## src/rtl/arith_rr_scheduler_if.sv

```systemverilog
// Request/response bundle between the arithmetic clients, the round-robin
// scheduler and the result consumer.
interface arith_rr_scheduler_if #(
    parameter int NREQ = 3,
    parameter int DW   = 4
);
    localparam int IW = (NREQ > 1) ? $clog2(NREQ) : 1;

    // Handshake: a transfer happens on a rising edge where valid and ready are
    // both high. req_ready is a combinational one-hot grant; rsp_* holds steady
    // while rsp_valid is high and rsp_ready is low.
    logic [NREQ-1:0]    req_valid;
    logic [NREQ-1:0]    req_ready;
    logic [2*NREQ-1:0]  req_op;
    logic [DW*NREQ-1:0] req_a;
    logic [DW*NREQ-1:0] req_b;
    logic [DW*NREQ-1:0] req_c;
    logic [3*NREQ-1:0]  req_x;

    logic               rsp_valid;
    logic               rsp_ready;
    logic [IW-1:0]      rsp_id;
    logic [DW:0]        rsp_out1;
    logic [DW-1:0]      rsp_out2;
    logic               rsp_err;

    modport master (
        output req_valid, req_op, req_a, req_b, req_c, req_x, rsp_ready,
        input  req_ready, rsp_valid, rsp_id, rsp_out1, rsp_out2, rsp_err
    );

    modport slave (
        input  req_valid, req_op, req_a, req_b, req_c, req_x, rsp_ready,
        output req_ready, rsp_valid, rsp_id, rsp_out1, rsp_out2, rsp_err
    );
endinterface

```

## src/rtl/arith_rr_scheduler.sv

```systemverilog
// Round-robin scheduler sharing one 4-bit arithmetic engine (ADD2/MAC/STEER).
// Optional performance counters are enabled with `define SCHED_PERF_CNT_EN.
module arith_rr_scheduler #(
    parameter int NREQ = 3,
    parameter int DW   = 4
) (
    input  logic                 clk,
    input  logic                 rst_n,
    arith_rr_scheduler_if.slave  bus,
    output logic                 busy,
    output logic [1:0]           dbg_state
`ifdef SCHED_PERF_CNT_EN
    ,
    output logic [15:0]          grant_cnt,
    output logic [15:0]          stall_cnt
`endif
);
    localparam int IW = (NREQ > 1) ? $clog2(NREQ) : 1;

    localparam logic [1:0] OP_ADD2  = 2'd0;
    localparam logic [1:0] OP_MAC   = 2'd1;
    localparam logic [1:0] OP_STEER = 2'd2;

    typedef enum logic [1:0] {
        S_IDLE  = 2'd0,
        S_EXEC1 = 2'd1,
        S_EXEC2 = 2'd2,
        S_RESP  = 2'd3
    } state_t;

    state_t          r_state;
    state_t          w_next;

    logic [IW-1:0]   r_ptr;
    logic [IW-1:0]   r_id;
    logic [1:0]      r_op;
    logic [DW-1:0]   r_a;
    logic [DW-1:0]   r_b;
    logic [DW-1:0]   r_c;
    logic [2:0]      r_x;
    logic [DW-1:0]   r_p;
    logic [DW:0]     r_out1;
    logic [DW-1:0]   r_out2;
    logic            r_err;

    logic            w_any;
    logic [IW-1:0]   w_win;
    logic [IW:0]     w_idx;
    logic            w_accept;
    logic [1:0]      w_op;
    logic [DW-1:0]   w_a;
    logic [DW-1:0]   w_b;
    logic [DW-1:0]   w_c;
    logic [2:0]      w_x;

    // Rotating priority: first valid requester at or after the pointer.
    always_comb begin
        w_any = 1'b0;
        w_win = '0;
        w_idx = '0;
        for (int i = 0; i < NREQ; i++) begin
            w_idx = {1'b0, r_ptr} + (IW+1)'(i);
            if (w_idx >= (IW+1)'(NREQ)) begin
                w_idx = w_idx - (IW+1)'(NREQ);
            end
            if (!w_any && bus.req_valid[w_idx[IW-1:0]]) begin
                w_any = 1'b1;
                w_win = w_idx[IW-1:0];
            end
        end
    end

    assign w_accept = (r_state == S_IDLE) && w_any;

    always_comb begin
        bus.req_ready = '0;
        if (rst_n && w_accept) begin
            bus.req_ready[w_win] = 1'b1;
        end
    end

    // Operand mux for the winning requester.
    always_comb begin
        w_op = '0;
        w_a  = '0;
        w_b  = '0;
        w_c  = '0;
        w_x  = '0;
        for (int i = 0; i < NREQ; i++) begin
            if (w_win == IW'(i)) begin
                w_op = bus.req_op[2*i +: 2];
                w_a  = bus.req_a[DW*i +: DW];
                w_b  = bus.req_b[DW*i +: DW];
                w_c  = bus.req_c[DW*i +: DW];
                w_x  = bus.req_x[3*i +: 3];
            end
        end
    end

    // Engine datapath, evaluated from the latched operands.
    logic [DW:0]   w_add2;
    logic [DW-1:0] w_cb;
    logic [DW-1:0] w_p;
    logic [DW-1:0] w_ab;
    logic [DW-1:0] w_bc;
    logic [DW-1:0] w_ac;
    logic [DW-1:0] w_mac1;
    logic [DW-1:0] w_mac2;
    logic          w_sel1;
    logic          w_sel2;

    always_comb begin
        w_add2 = {r_a, 1'b0} + {1'b0, r_b} + {{DW{1'b0}}, r_x[0]};
        w_cb   = r_c * r_b;
        w_p    = w_cb + {w_cb[DW-2:0], 1'b0};
        w_ab   = r_a + r_b;
        w_bc   = r_b + r_c;
        w_ac   = r_a + r_c;
        w_mac1 = r_a + r_p;
        w_mac2 = (r_b > DW'(2)) ? w_ac : (r_a ^ r_c);
        w_sel1 = r_x[0] | (~r_x[1] & r_x[2]);
        w_sel2 = (r_x[1] & ~r_x[2]) | (r_x[0] & ~r_x[1] & r_x[2]);
    end

    always_ff @(posedge clk or negedge rst_n) begin
        if (!rst_n) begin
            r_state <= S_IDLE;
        end else begin
            r_state <= w_next;
        end
    end

    always_comb begin
        w_next = r_state;
        case (r_state)
            S_IDLE: begin
                if (w_any) begin
                    w_next = S_EXEC1;
                end
            end
            S_EXEC1: begin
                if (r_op == OP_MAC) begin
                    w_next = S_EXEC2;
                end else begin
                    w_next = S_RESP;
                end
            end
            S_EXEC2: begin
                w_next = S_RESP;
            end
            S_RESP: begin
                if (bus.rsp_ready) begin
                    w_next = S_IDLE;
                end
            end
            default: begin
                w_next = S_IDLE;
            end
        endcase
    end

    always_ff @(posedge clk or negedge rst_n) begin
        if (!rst_n) begin
            r_ptr  <= '0;
            r_id   <= '0;
            r_op   <= '0;
            r_a    <= '0;
            r_b    <= '0;
            r_c    <= '0;
            r_x    <= '0;
            r_p    <= '0;
            r_out1 <= '0;
            r_out2 <= '0;
            r_err  <= 1'b0;
        end else begin
            if (w_accept) begin
                r_op  <= w_op;
                r_a   <= w_a;
                r_b   <= w_b;
                r_c   <= w_c;
                r_x   <= w_x;
                r_id  <= w_win;
                r_ptr <= (w_win == IW'(NREQ-1)) ? '0 : w_win + 1'b1;
                r_err <= 1'b0;
            end
            if (r_state == S_EXEC1) begin
                case (r_op)
                    OP_ADD2: begin
                        r_out1 <= w_add2;
                        r_out2 <= '0;
                    end
                    OP_MAC: begin
                        r_p <= w_p;
                    end
                    OP_STEER: begin
                        r_out1 <= {1'b0, (w_sel1 ? w_ab : w_bc)};
                        r_out2 <= w_sel2 ? w_bc : w_ab;
                    end
                    default: begin
                        r_out1 <= '0;
                        r_out2 <= '0;
                        r_err  <= 1'b1;
                    end
                endcase
            end
            if (r_state == S_EXEC2) begin
                r_out1 <= {1'b0, w_mac1};
                r_out2 <= w_mac2;
            end
        end
    end

    assign bus.rsp_valid = (r_state == S_RESP);
    assign bus.rsp_id    = r_id;
    assign bus.rsp_out1  = r_out1;
    assign bus.rsp_out2  = r_out2;
    assign bus.rsp_err   = r_err;
    assign busy          = (r_state != S_IDLE);
    assign dbg_state     = r_state;

`ifdef SCHED_PERF_CNT_EN
    always_ff @(posedge clk or negedge rst_n) begin
        if (!rst_n) begin
            grant_cnt <= '0;
            stall_cnt <= '0;
        end else begin
            if (w_accept && (grant_cnt != 16'hFFFF)) begin
                grant_cnt <= grant_cnt + 16'd1;
            end
            if (bus.rsp_valid && !bus.rsp_ready && (stall_cnt != 16'hFFFF)) begin
                stall_cnt <= stall_cnt + 16'd1;
            end
        end
    end
`endif
endmodule

```

## src/flat_wrapper.sv

```systemverilog
// flat-port wrapper written by rule: the top's interface ports become plain ports
module arith_rr_scheduler_flat 
#(
    parameter int NREQ = 3,
    parameter int DW   = 4
)
  (clk, rst_n, busy, dbg_state, bus_req_valid, bus_req_op, bus_req_a, bus_req_b, bus_req_c, bus_req_x, bus_rsp_ready, bus_req_ready, bus_rsp_valid, bus_rsp_id, bus_rsp_out1, bus_rsp_out2, bus_rsp_err);
  arith_rr_scheduler_if #(.NREQ(NREQ), .DW(DW)) bus_i ();
  input  logic clk;
  input  logic rst_n;
  output logic busy;
  output logic [1:0] dbg_state;
  input wire logic [$bits(bus_i.req_valid)-1:0] bus_req_valid;
  input wire logic [$bits(bus_i.req_op)-1:0] bus_req_op;
  input wire logic [$bits(bus_i.req_a)-1:0] bus_req_a;
  input wire logic [$bits(bus_i.req_b)-1:0] bus_req_b;
  input wire logic [$bits(bus_i.req_c)-1:0] bus_req_c;
  input wire logic [$bits(bus_i.req_x)-1:0] bus_req_x;
  input wire logic [$bits(bus_i.rsp_ready)-1:0] bus_rsp_ready;
  output wire logic [$bits(bus_i.req_ready)-1:0] bus_req_ready;
  output wire logic [$bits(bus_i.rsp_valid)-1:0] bus_rsp_valid;
  output wire logic [$bits(bus_i.rsp_id)-1:0] bus_rsp_id;
  output wire logic [$bits(bus_i.rsp_out1)-1:0] bus_rsp_out1;
  output wire logic [$bits(bus_i.rsp_out2)-1:0] bus_rsp_out2;
  output wire logic [$bits(bus_i.rsp_err)-1:0] bus_rsp_err;
  assign bus_i.req_valid = bus_req_valid;
  assign bus_i.req_op = bus_req_op;
  assign bus_i.req_a = bus_req_a;
  assign bus_i.req_b = bus_req_b;
  assign bus_i.req_c = bus_req_c;
  assign bus_i.req_x = bus_req_x;
  assign bus_i.rsp_ready = bus_rsp_ready;
  assign bus_req_ready = bus_i.req_ready;
  assign bus_rsp_valid = bus_i.rsp_valid;
  assign bus_rsp_id = bus_i.rsp_id;
  assign bus_rsp_out1 = bus_i.rsp_out1;
  assign bus_rsp_out2 = bus_i.rsp_out2;
  assign bus_rsp_err = bus_i.rsp_err;
  arith_rr_scheduler #(.NREQ(NREQ), .DW(DW)) u_core (.clk(clk), .rst_n(rst_n), .bus(bus_i), .busy(busy), .dbg_state(dbg_state));
endmodule
```

## config.mk

```make
export PLATFORM = sky130hd
export DESIGN_NAME = arith_rr_scheduler_flat
export DESIGN_NICKNAME = d
export VERILOG_FILES = /design/src/rtl/arith_rr_scheduler_if.sv /design/src/rtl/arith_rr_scheduler.sv /design/src/flat_wrapper.sv
export SDC_FILE = /design/constraint.sdc
export NUM_CORES = 1
export LEC_CHECK = 0
export BUFFER_PORTS_ARGS = -buffer_cell sky130_fd_sc_hd__buf_2
export CELL_PAD_IN_SITES_DETAIL_PLACEMENT = 0
export CELL_PAD_IN_SITES_GLOBAL_PLACEMENT = 1
export CORE_ASPECT_RATIO = 1.25
export CORE_MARGIN = 8
export CORE_UTILIZATION = 42
export CTS_BUF_LIST = sky130_fd_sc_hd__clkbuf_4
export CTS_CLUSTER_DIAMETER = 50
export DETAILED_ROUTE_END_ITERATION = 12
export PLACE_DENSITY = 0.87
export SYNTH_ARGS = -nofsm -noshare
export SYNTH_HDL_FRONTEND = slang
export SYNTH_SLANG_ARGS = --single-unit
export TNS_END_PERCENT = 10
```

## constraint.sdc

```tcl
create_clock -name clk -period 3.6 [get_ports clk]
set_input_delay 0.72 -clock clk [delete_from_list [all_inputs] [get_ports clk]]
set_output_delay 0.72 -clock clk [all_outputs]
set_load 0.02 [all_outputs]
```

* Yosys cells after proc, flatten, opt, wreduce, memory -nomap -nowiden
Index checks and enable logic that the tools add are counted.
Storage, ports and cells: register bits 37, output and inout bits 19, logic and storage cells 120
Operators by class: add/sub/neg operators 13, multiply operators 1, $lt $le $gt $ge 9, equal/unequal tests 10, mux-type cells 50, bitwise operators 9, reductions and logical operators 16
Operator list (count):
- two-way mux 4 bit | 14
- two-way mux 2 bit | 12
- adder 4 bit | 5
- case mux 5 bit (3 select lines) | 1
- < comparator 2 x 3 -> 1 bit, second input constant | 4
- two-way mux 3 bit | 4
- two-way mux 1 bit | 11
- two-way mux 5 bit | 2
- equality test 2 bit, second input constant | 4
- case mux 2 bit (4 select lines) | 1
- case mux 4 bit (2 select lines) | 1
- binary-select mux 1 bit (select 2 bit) | 3
- equality test 2 x 1 -> 1 bit, second input constant | 3
- greater-or-equal comparator 3 x 2 -> 1 bit, second input constant | 2
- logical NOT 2 bit | 3
- AND reduction 2 bit | 3
- subtractor 2 bit, second input constant | 3
- adder 5 x 1 -> 5 bit | 1
- adder 5 x 4 -> 5 bit | 1
- logical AND 1 bit | 5
- bitwise AND 1 bit | 4
- > comparator 4 x 2 -> 1 bit, second input constant | 1
- multiplier 4 x 4 -> 4 bit | 1
- != test 2 bit, second input constant | 2
- other kinds (13) | 17

* Longest topological paths before layout
depth in word-level cells 16, depth in mapped cells 11, mapped depth without buffers 10

* Worst setup path after synthesis
Ideal clock, no wire load.
path type register -> output, start register u_core.r_ptr[0], end output port bus_req_ready[0], data arrival time 2091 ps, data required time 2880 ps, slack 789 ps, stages on the path, launching flop included 11, path buffers 2, cell sequence dfrtp_1 -> inv_1 -> ha_1 -> buf_2 -> nand3b_1 -> o21ai_4 -> nor4b_2 -> a21oi_2 -> buf_6 -> nand2b_1 -> nor2_1
On the way: longest elaborated chain between the ends 16
RTL lines:
- start: declaration | line arith_rr_scheduler.sv:34 | logic [IW-1:0] r_ptr;
- start signal: assignment | line arith_rr_scheduler.sv:183 | r_ptr <= (w_win == IW'(NREQ-1)) ? '0 : w_win + 1'b1;
- parallel branches: the longest is 15 deep, another holds adder 2 x 1 -> 3 bit
- two-way mux 3 bit * | line arith_rr_scheduler.sv:77 | if (rst_n && w_accept) begin
- end: declaration | line flat_wrapper.sv:20 | output wire logic [$bits(bus_i.req_ready)-1:0] bus_req_ready;
Mark *: on every way between the ends. The select of a mux whose other input is x is not followed.

* Final worst setup path
start register u_core.r_ptr[0], end output port bus_req_ready[1]
The elaborated chain is that of the path after synthesis.

==> reports/metrics.csv <==
metric,value,unit
outcome,finished clean,
total congestion overflow,0,
WP buf/inv,3,
Vias/cell,5.35,
WHS,281,ps
hold buffers post-CTS,0,
Initial Util,42.5,%
syn nets,400,
# IOs,76,
CTS Buffer Depth,2,
cts bufs inserted,5,
Tmin final,3360,ps
Post-synth EDFFs,0,
total of warnings raised by yosys,0,
drt wl/cell,16.5,µm
Rows,35,
Setup CP Type,register to output pin,
initial antenna violation count,0,
sequential fraction of the synthesis area,30.1,%
Internal,2050,µW
simple-gate portion of the synthesized area,12.2,%
Worst setup EP type,output pin,
sequential share of power,21.8,%
all-layer global routing usage,15.6,%
first-pass GRT wire length,13.2,mm
Post-Synthesis Cells,307,
# diodes,0,
Die Wd,92.5,µm
Final Hold Fails,0,
Final Cell Area,0.00359,mm²
library cells used by synthesis,43,
combinational family with the most area after synthesis,compound AO/OA/AOI/OAI gates,
Worst-path clk slew,120,ps
CTS tree,yes,
"commonest non-fill, non-tap cell in the layout",buf_2,
Final TNS setup,0,ps
max-slew violations,0,
"slowest stage cell, crit path",ha_1,
placed instance area,0.00353,mm²
RePlAce Congestion,0.868,
clock power share,5.8,%
switching power,1900,µW
Critical Path Start Type,register,
fill cell count,717,
Die ar.,0.0103,mm²
htree depth,2,
critical path arrival,2640,ps
Worst EP required,2880,ps
root cell of the clock tree,clkbuf_4,
final setup vio count,0,
Clock Sinks,37,
crit path cell chain,inv_1 -> ha_1 -> nand3b_1 -> o21ai_4 -> nor3_2 -> nor2_1 -> buf_4 -> and3_1 -> buf_2,
compound-cell area share of the yosys netlist,18.9,%
Reg2Reg Setup Slack,620,ps
max incr delay on CP,520,ps
Total Wirelength,7.84,mm
syn avg cell area,10.0,µm²
Max VDD drop,0.000494,V
CP Max Fanout,9,
switching share of power,48.1,%
area of the multi-input gates,0.00203,mm²
fin crit share,93.4,%
Rel. slew slack,60.1,%
Core ar.,0.00723,mm²
Worst Hold Class,input pin to async pin,
Synth Area in XOR/XNOR,6.56,%
Setup Buffers After CTS,0,
Clock Skews,10.6,ps
DR pass1 iterations,4,
MaxCap Viol Count,0,
clock latency on the worst-skew pair,350,ps
port bufs,75,
Final HPWL DP,6.38,mm
DRC viols,0,
worst r2r dst,u_core.r_p[3],
ANT nets after route,0,
post-synthesis cell area,0.00307,mm²
Slew @ Worst Pin,598,ps
total vias in the final route,2535,
most frequent cells in the layout,"buf_2 (75), dfrtp_1 (37), ha_1 (30), nand2_1 (20), nor2_1 (18)",
adder-cell share of the synthesized area,16.1,%
chip height,112,µm
Worst Reg-to-Reg Cells,10,
final core utilization,49.7,%
"delay-heaviest family, CP",simple AND/OR/NAND/NOR gates,
Fmax,297,MHz
vias in the first global route,2784,
multiplexer area fraction after synthesis,12.2,%
Reg area,926,µm²
PD cells,1100,mW/mm²
unrepaired setup endpoints after global routing,false,
Logic pwr share,72.4,%
Yosys reg bits,37,
r2r startpoint,u_core.r_b[1],
post-CTS sizing,0,
initial drt markers,113,
main flop type after synthesis,dfrtp_1,
Async SR Flop Fraction,100,%
largest net degree at the start of global routing,23,
area added between synthesis and finish,16.8,%
P_leak,0.00180,µW
Nets,474,
share of cells above drive strength 1,30.9,%
[power groups by stage]
| stage | Sequential, µW | Combinational (µW) | Clock (µW) |
|---|---|---|---|
| final | 864 | 2860 | 229 |
| after detailed placement | 874 | 2870 | 0 |
| after floorplan | 861 | 2220 | 0 |
| after global placement | 864 | 2820 | 0 |
| after CTS | 866 | 2880 | 237 |
| after global routing | 903 | 3180 | 255 |
[worst max-delay path by stage]
stage                                   to  slack, ps  depth (start not counted)       startpoint
after floorplan           bus_req_ready[0]        790                         10  u_core.r_ptr[0]
after global placement       u_core.r_p[3]        700                         10    u_core.r_b[1]
after global routing      bus_req_ready[1]         10                          9  u_core.r_ptr[0]
after CTS                 bus_req_ready[1]        230                          9  u_core.r_ptr[0]
after detailed placement     u_core.r_p[3]        610                         10    u_core.r_b[1]
final                     bus_req_ready[1]        240                          9  u_core.r_ptr[0]
[kinds of logic (layout without fill, tap and decap cells)]
logic type | after synthesis | in the layout
flip-flops | 37 | 37
multiplexers | 32 | 32
buffers and inverters | 28 | 103
AO/OA/AOI/OAI | 78 | 78
XOR/XNOR | 23 | 23
adder cells (fa/ha/maj) | 36 | 36
AND/OR/NAND/NOR | 73 | 73
[flip-flops by register name, summed over array words and instances (netlist names)]
| signal | cells |
|---|---|
| u_core.bus.rsp_out2 | 4 |
| u_core.r_p | 4 |
| u_core.r_b | 4 |
| u_core.r_c | 4 |
| u_core.bus.rsp_out1 | 5 |
| u_core.r_ptr | 2 |
| u_core.dbg_state | 2 |
| u_core.r_x | 3 |
| u_core.bus.rsp_err | 1 |
| u_core.bus.rsp_id | 2 |
| u_core.r_a | 4 |
| u_core.r_op | 2 |
[metal layers]
metal  wire, µm  global-route usage (%)  vias up  part of all wire (%)
met4        106                    4.74        0                   1.4
met5          0                       0        -                     0
met3        380                    3.36        8                   4.8
met1       3330                    18.4     1208                    43
li1           -                       -     1251                     -
met2       4020                    27.1       68                    51
[final cells by class]
cell class,instances,share of cell area [%]
well taps,92,3.21
multi-input cells,242,56.5
clock buffers,6,1.25
flip-flops and latches,37,25.8
inverters,16,1.67
clock inverters,2,0.279
repair buffers,79,11.3
[metrics by stage]
| step | total power [µW] | setup WS (ps) | instances |
|---|---|---|---|
| floorplan | 3080 | 789 | 307 |
| global placement | 3680 | 704 | 466 |
| detailed placement | 3740 | 607 | 466 |
| CTS | 3990 | 228 | 474 |
| global route | 4340 | 13.1 | 474 |
| finish | 3960 | 236 | 474 |
[synth_stat cells, types with 2 or more instances]
cell type	instances	share of area, %
inv_1	16	2.0
o211ai_1	5	1.2
and2_1	16	3.3
xnor2_1	17	4.8
nand2b_1	2	0.41
a221o_1	17	5.5
a21oi_1	10	1.6
ha_1	30	12
nor2_1	18	2.2
nand2_1	20	2.4
buf_2	5	0.81
o21ai_0	13	2.1
fa_1	6	3.9
a31oi_1	2	0.41
o21ai_2	3	0.86
mux2_4	7	3.4
mux2_2	15	5.5
dfrtp_1	37	30
clkbuf_1	6	0.73
nor3_1	2	0.33
mux2i_1	10	3.3
o21ai_1	2	0.33
nor2b_1	4	0.81
nor2_2	2	0.41
a21o_1	10	2.4
xor2_1	6	1.7
a22oi_1	4	0.98
nand3b_1	4	0.98
a211oi_1	2	0.49
o21a_1	3	0.73
[worst register-to-register path, stage by stage (launching register included)]
cell	delay [ps]
dfrtp_1	520
ha_1	260
ha_1	300
ha_1	300
ha_1	350
fa_1	440
xnor2_1	200
xnor2_1	150
xnor2_1	150
xnor2_1	130
o21ai_0	90
Note: power is estimated with default switching activity, not from simulation.
